==> src/rtl/llc_trace_req_queue.sv <==
// Trace command queue: drops illegal opcodes, stores op/addr in a FIFO, decodes the head for the LLC.
// Optional per-kind command counters are enabled with `define LLC_TRACE_STATS_EN.
module llc_trace_req_queue #(
    parameter int DEPTH = 4
) (
    input  logic        clk,
    input  logic        rst,
    input  logic        cmd_valid,
    output logic        cmd_ready,
    input  logic [3:0]  cmd_op,
    input  logic [31:0] cmd_addr,
    output logic        req_valid,
    input  logic        req_ready,
    output logic [3:0]  req_op,
    output logic [1:0]  req_kind,
    output logic [11:0] req_tag,
    output logic [13:0] req_index,
    output logic [5:0]  req_offset,
    output logic        bad_op,
`ifdef LLC_TRACE_STATS_EN
    output logic [31:0] stat_rd,
    output logic [31:0] stat_wr,
    output logic [31:0] stat_snoop,
    output logic [31:0] stat_bad,
`endif
    output logic [4:0]  occupancy
);
    localparam int PW = $clog2(DEPTH);
    localparam logic [4:0] FULL = 5'(DEPTH);

    typedef struct packed {
        logic [3:0]  op;
        logic [31:0] addr;
    } entry_t;

    typedef enum logic [1:0] {CPU_RD = 2'd0, CPU_WR = 2'd1, SNOOP = 2'd2, MAINT = 2'd3} kind_e;

    function automatic kind_e kind_of(input logic [3:0] op);
        case (op)
            4'd1:                      kind_of = CPU_WR;
            4'd3, 4'd4, 4'd5, 4'd6:    kind_of = SNOOP;
            4'd8, 4'd9:                kind_of = MAINT;
            default:                   kind_of = CPU_RD;
        endcase
    endfunction

    entry_t          mem [DEPTH];
    entry_t          head;
    logic [PW-1:0]   wr_ptr, rd_ptr;
    logic [4:0]      count;
    logic            legal, accept, push, pop;

    assign legal     = (cmd_op <= 4'd6) || (cmd_op == 4'd8) || (cmd_op == 4'd9);
    assign cmd_ready = !rst && (count != FULL);
    assign accept    = cmd_valid && cmd_ready;
    assign push      = accept && legal;
    assign req_valid = !rst && (count != 5'd0);
    assign pop       = req_valid && req_ready;
    assign occupancy = count;

    // Outputs are forced to zero when nothing is presented so req_* read 0 in reset/empty.
    assign head       = req_valid ? mem[rd_ptr] : '0;
    assign req_op     = head.op;
    assign req_kind   = req_valid ? 2'(kind_of(head.op)) : 2'd0;
    assign req_tag    = head.addr[31:20];
    assign req_index  = head.addr[19:6];
    assign req_offset = head.addr[5:0];

    always_ff @(posedge clk) begin
        if (push) mem[wr_ptr] <= '{op: cmd_op, addr: cmd_addr};
    end

    always_ff @(posedge clk) begin
        if (rst) begin
            wr_ptr <= '0;
            rd_ptr <= '0;
            count  <= '0;
            bad_op <= 1'b0;
        end else begin
            if (push) wr_ptr <= wr_ptr + 1'b1;
            if (pop)  rd_ptr <= rd_ptr + 1'b1;
            case ({push, pop})
                2'b10:   count <= count + 5'd1;
                2'b01:   count <= count - 5'd1;
                default: count <= count;
            endcase
            bad_op <= accept && !legal;
        end
    end

`ifdef LLC_TRACE_STATS_EN
    always_ff @(posedge clk) begin
        if (rst) begin
            stat_rd    <= '0;
            stat_wr    <= '0;
            stat_snoop <= '0;
            stat_bad   <= '0;
        end else if (accept) begin
            if (!legal) begin
                if (stat_bad != '1) stat_bad <= stat_bad + 32'd1;
            end else begin
                // Maintenance ops have no counter of their own.
                case (kind_of(cmd_op))
                    CPU_RD:  if (stat_rd != '1)    stat_rd    <= stat_rd + 32'd1;
                    CPU_WR:  if (stat_wr != '1)    stat_wr    <= stat_wr + 32'd1;
                    SNOOP:   if (stat_snoop != '1) stat_snoop <= stat_snoop + 32'd1;
                    default: ;
                endcase
            end
        end
    end
`endif
endmodule

==> config.mk <==
export PLATFORM = sky130hd
export DESIGN_NAME = llc_trace_req_queue
export DESIGN_NICKNAME = d
export VERILOG_FILES = /design/src/rtl/llc_trace_req_queue.sv
export SDC_FILE = /design/constraint.sdc
export NUM_CORES = 1
export LEC_CHECK = 0
export CAP_MARGIN = 30
export CORE_MARGIN = 3
export CORE_UTILIZATION = 40
export DETAILED_ROUTE_END_ITERATION = 10
export GPL_ROUTABILITY_DRIVEN = 0
export SYNTH_ARGS = -nofsm -noshare
export SYNTH_HDL_FRONTEND = slang
export SYNTH_SLANG_ARGS = --single-unit
==> constraint.sdc <==
create_clock -name clk -period 6.91 [get_ports clk]
set_input_delay 1.382 -clock clk [delete_from_list [all_inputs] [get_ports clk]]
set_output_delay 1.382 -clock clk [all_outputs]
set_load 0.05 [all_outputs]
Yosys cells after proc, flatten, opt, wreduce, memory -nomap -nowiden
Memories as Yosys holds them, arrays and structs flattened. A register that Yosys moved wholly into a read port is not among the register bits.
Index checks and enable logic that the tools add are counted.
{"block": "totals", "elab_cells": 44, "output_inout_bits": 46, "mem_bits_rw": 144, "n_memories": 1, "register_bits": 10}
{"memory": "mem", "depth": 4, "width": 36, "rd": 1, "rd_clocked_by_memory_dff": 1, "write_ports": 1, "line": "47", "text": "entry_t mem [DEPTH];"}
{"block": "op_classes", "magnitude_cmp": 1, "add_sub_neg": 4, "reduce_logical": 14, "n_eq_ne": 12, "muxes": 8}
{"cell": "36-bit 2-to-1 mux", "count": 1}
{"cell": "4-bit == test, second input constant", "count": 4}
{"cell": "4-bit by 3-bit == test with 1-bit output, second input constant", "count": 3}
{"cell": "5-bit case mux with 2 select lines", "count": 1}
{"cell": "1-bit logical AND", "count": 6}
{"cell": "2-bit 2-to-1 mux", "count": 3}
{"cell": "2-bit case mux with 3 select lines", "count": 1}
{"cell": "5-bit by 1-bit adder with 5-bit output, second input constant", "count": 1}
{"cell": "5-bit by 3-bit != test with 1-bit output, second input constant", "count": 1}
{"cell": "5-bit nonzero test", "count": 1}
{"cell": "5-bit by 1-bit subtractor with 5-bit output, second input constant", "count": 1}
{"cell": "2-bit by 1-bit adder with 2-bit output, second input constant", "count": 2}
{"cell": "4-bit by 1-bit == test with 1-bit output, second input constant", "count": 1}
{"cell": "4-bit by 2-bit == test with 1-bit output, second input constant", "count": 1}
{"cell": "4-bit by 3-bit <= comparator with 1-bit output, second input constant", "count": 1}
{"cell": "4-bit OR reduction", "count": 1}
{"cell": "2-bit by 1-bit == test with 1-bit output, second input constant", "count": 1}
{"cell": "2-bit == test, second input constant", "count": 1}
{"cell": "1-bit zero test", "count": 2}
{"cell": "1-bit logical OR", "count": 2}
{"cell": "1-bit 2-to-1 mux", "count": 2}
{"cell": "2-bit nonzero test", "count": 1}
{"cell": "2-bit OR reduction", "count": 1}

Longest topological paths before layout
{"block": "logic_depth", "word_depth": 7, "depth_mapped": 15, "ltp_nobuf": 12}

Worst setup path before layout
No wires, ideal clock.
{"block": "synth_timing", "path_type": "input to output", "from": "input rst", "to": "output req_op[0]", "required_time_ns": 5.528, "n_path_buf": 1, "setup_slack_ns": 2.791, "cell_stages": 4, "arrival_ns": 2.737, "path_cell_list": "a21o_1 > inv_1 > clkbuf_1 > and2_1"}
{"block": "synth_via", "elab_chain_cells": 3}
{"element": "start: declaration", "line": "7", "text": "input logic rst,"}
{"element": "1-bit zero test", "line": "57", "text": "assign req_valid = !rst && (count != 5'd0);"}
{"element": "1-bit logical AND", "line": "57"}
{"element": "net req_valid", "line": "12", "text": "output logic req_valid,"}
{"element": "36-bit 2-to-1 mux", "line": "62", "text": "assign head = req_valid ? mem[rd_ptr] : '0;"}
{"element": "end: declaration", "line": "14", "text": "output logic [3:0] req_op,"}
The timed path passes the listed nets, and every way through them passes these cells.

Worst setup path in the final report
{"block": "layout_timing", "from": "input rst", "to": "output req_offset[5]"}
{"block": "layout_via", "elab_chain_cells": 3}
{"element": "1-bit zero test", "line": "57"}
{"element": "1-bit logical AND", "line": "57"}
{"element": "36-bit 2-to-1 mux", "line": "62"}
{"element": "end: declaration", "line": "18", "text": "output logic [5:0] req_offset,"}
No other way between the ends.

==> impl_metrics.env <==
export IMPL_ys_types=35
export IMPL_synth_fp_nets=368
export IMPL_final_cells=609
export IMPL_io_pins=86
export IMPL_dieArea_sq_um=17020
export IMPL_skew_ns=0.004190
export IMPL_cts_hold_buf=0
export IMPL_r2r_cells=13
export IMPL_area_delta_synth_final_pct=27.38
export IMPL_tightest_slew_ns=0.7606
export IMPL_post_route_drc_count=0
export IMPL_required_ns=5.53
export IMPL_coreArea_sq_um=14860
export IMPL_ys_ff_latch=156
export IMPL_numPortBuffers=85
export IMPL_cts_tree="done"
export IMPL_start_util=0.4168
export IMPL_track_usage=0.1430
export IMPL_fin_util=0.5310
export IMPL_syn_area_sq_um=6196
export IMPL_ant_nets=0
export IMPL_hold_slack_ns=0.5393
export IMPL_rr_endpoint="occupancy[4]"
export IMPL_slowest_delay_ns=0.80
export IMPL_overflow=0
export IMPL_yosysSeqAreaShare=0.7367
export IMPL_htree_levels=4
export IMPL_cp_end_kind="primary output"
export IMPL_synth_warnings=0
export IMPL_peakVddDrop_uv=171.2
export IMPL_yosysTopAreaCell="edfxtp_1"
export IMPL_period_minus_slack_ns=5.469
export IMPL_critPathKind="in -> out"
export IMPL_total_power_w=0.002181
export IMPL_cts_root_buf="clkbuf_16"
export IMPL_dp_cells=578
export IMPL_status="completed"
export IMPL_post_cts_resized=0
export IMPL_avgViaCountPerCell=5.095
export IMPL_clock_sinks=156
export IMPL_crit_slowest_cell="clkdlybuf4s50_1"
export IMPL_synth_top_area_frac=0.6979
export IMPL_antenna_found_initial=0
export IMPL_drt_total_wl_um=11410
export IMPL_slew_violations=0
export IMPL_crit_path_start="rst"
export IMPL_row_count=44
export IMPL_powerDensity_nw_per_um2=276.3
export IMPL_cp_max_fo=22
export IMPL_cap_violations=0
export IMPL_finalNetCount=461
export IMPL_startpoint_type="primary input"
export IMPL_max_freq_ghz=0.1828
export IMPL_drive_above_1_share=0.1906
export IMPL_cts_buffers=17
export IMPL_vias=3103
export IMPL_die_h_um=130.5
export IMPL_routedWlPerCell_um=18.74
export IMPL_r2r_start="occupancy[1]"
export IMPL_fin_setup_tns_ns=0
export IMPL_synth_area_per_cell_sq_um=19.36
export IMPL_timing_final_crit_share=0.7915
export IMPL_diodes=0
export IMPL_worstPathArrival_ns=4.09
export IMPL_drt_first_pass_iters=4
export IMPL_drt_initial_drc_count=137
export IMPL_setup_viol=0
export IMPL_max_slew_margin_rel=0.4930
export IMPL_clock_latency_ns=0.42
export IMPL_clk_pin_slew_ns=0.06
export IMPL_grt_pass1_wl_um=17620
export IMPL_hp_class="reg -> reg"
export IMPL_regToRegSetupSlack_ns=3.47
export IMPL_rsz0062_at_grt="false"
export IMPL_endpoint="req_offset[5]"
export IMPL_ys_top_cells_by_area="edfxtp_1 (70%), mux4_2 (13%), and2_1 (4.0%)"
export IMPL_p_leak_nw=2.553
export IMPL_grt_start_max_net_pins=23
export IMPL_syn_instance_count=320
export IMPL_worstPathCellList="clkdlybuf4s50_1 -> a21o_1 -> inv_1 -> buf_4 -> and2_1 -> clkdlybuf4s50_1"
export IMPL_cts_setup_buffers=0
export IMPL_die_w_um=130.5
export IMPL_cp_common_cell="clkdlybuf4s50_1"
export IMPL_hpwl_um=7168
export IMPL_clockBufferDepth=2
export IMPL_hold_violations=0
export IMPL_grt_pass1_vias=3281
## cell usage after synthesis
master and number:
a21boi_0 1, a31oi_1 2, buf_2 7, nor2_1 13, xnor2_1 2, inv_1 6
ha_1 8, a22oi_1 2, o31a_1 1, clkbuf_2 2, nand3b_1 1, nand3_1 2
nor4_4 1, nand2_1 6, a21oi_2 1, nand2b_1 1, xor2_1 6, mux4_2 36
edfxtp_1 144, and2_4 1, a21oi_1 3, o22ai_1 1, o31ai_1 1, buf_6 2
and3_1 1, o211ai_1 1, a211oi_1 1, mux2i_1 2, and2_1 40, buf_1 1
a21o_1 2, clkbuf_1 6, or3_1 1, dfxtp_1 12, o21ai_0 3
## routing by layer
| metal | GRT usage | vias to the layer above | wire length, um |
|---|---|---|---|
| li1 | - | 1439 | - |
| met1 | 0.1792 | 1581 | 4988 |
| met2 | 0.2296 | 67 | 5775 |
| met3 | 0.05366 | 16 | 506 |
| met4 | 0.05203 | 0 | 143 |
| met5 | 0 | - | 0 |
## through the flow
step,setup slack (ns),cell area (sq um)
floorplan,2.791,6196
global placement,1.436,7206
detailed placement,1.391,7313
CTS,1.373,7893
global route,1.258,7893
finish,1.441,7893
## sequential cells by signal, summed over array words and instances (netlist names), named ones only
name       count
occupancy      5
wr_ptr         2
mem          144
bad_op         1
rd_ptr         2
## power breakdown
group / total, W / internal, W / switching, W
Sequential: 0.00106 / 0.00105 / 0.0000119
Combinational: 0.000213 / 0.0000915 / 0.000122
Clock: 0.000910 / 0.000559 / 0.000350
## worst min path at each step
stage / endpoint / depth (start not counted) / from
floorplan: flip-flop / 2 / rd_ptr[1]
global placement: flip-flop / 2 / rd_ptr[1]
detailed placement: flip-flop / 2 / rd_ptr[1]
CTS: flip-flop / 2 / rd_ptr[0]
global route: flip-flop / 2 / rd_ptr[0]
finish: flip-flop / 2 / rd_ptr[0]
## cell families (layout without fill, tap and decap cells)
kind of cell,Yosys count,after routing,share of synthesized area
compound gates,19,19,0.02040
xor+xnor,8,8,0.01131
fa+ha+maj,8,8,0.01616
buf+inv,24,129,0.01878
flops,156,156,0.7367
mux,38,38,0.1341
simple gates,67,67,0.06260
## placed cells by master, fill, tap and decap left out, types with 2 or more instances in the layout
cell,count
xor2_1,6
ha_1,8
clkdlybuf4s50_1,85
nand2_1,6
clkbuf_16,17
o21ai_0,3
a22oi_1,2
and2_2,4
a21o_1,2
a21oi_1,3
inv_1,6
mux2i_1,2
edfxtp_1,144
nor2_1,13
mux4_2,36
clkinv_2,5
buf_4,2
bufinv_16,3
clkinvlp_4,3
xnor2_1,2
dfxtp_1,10
a31oi_1,2
clkinv_1,2
and2_1,36
dfxtp_2,2
nand3_1,2
buf_12,4
## cell type report
class,count,area (sq um)
clock buffer,17,425.4
tap,184,230.2
sequential,156,4567
timing repair buffer,92,973.4
clock inverter,14,153.9
fill,1219,6972
multi-input combinational,140,1520
inverter,6,22.52
## worst max-delay path, delay by kind of cell
family | cells | cell delay [ns]
buf+inv | 4 | 2.23
compound gates | 1 | 0.31
simple gates | 1 | 0.16
(Power assumes the default switching activity.)
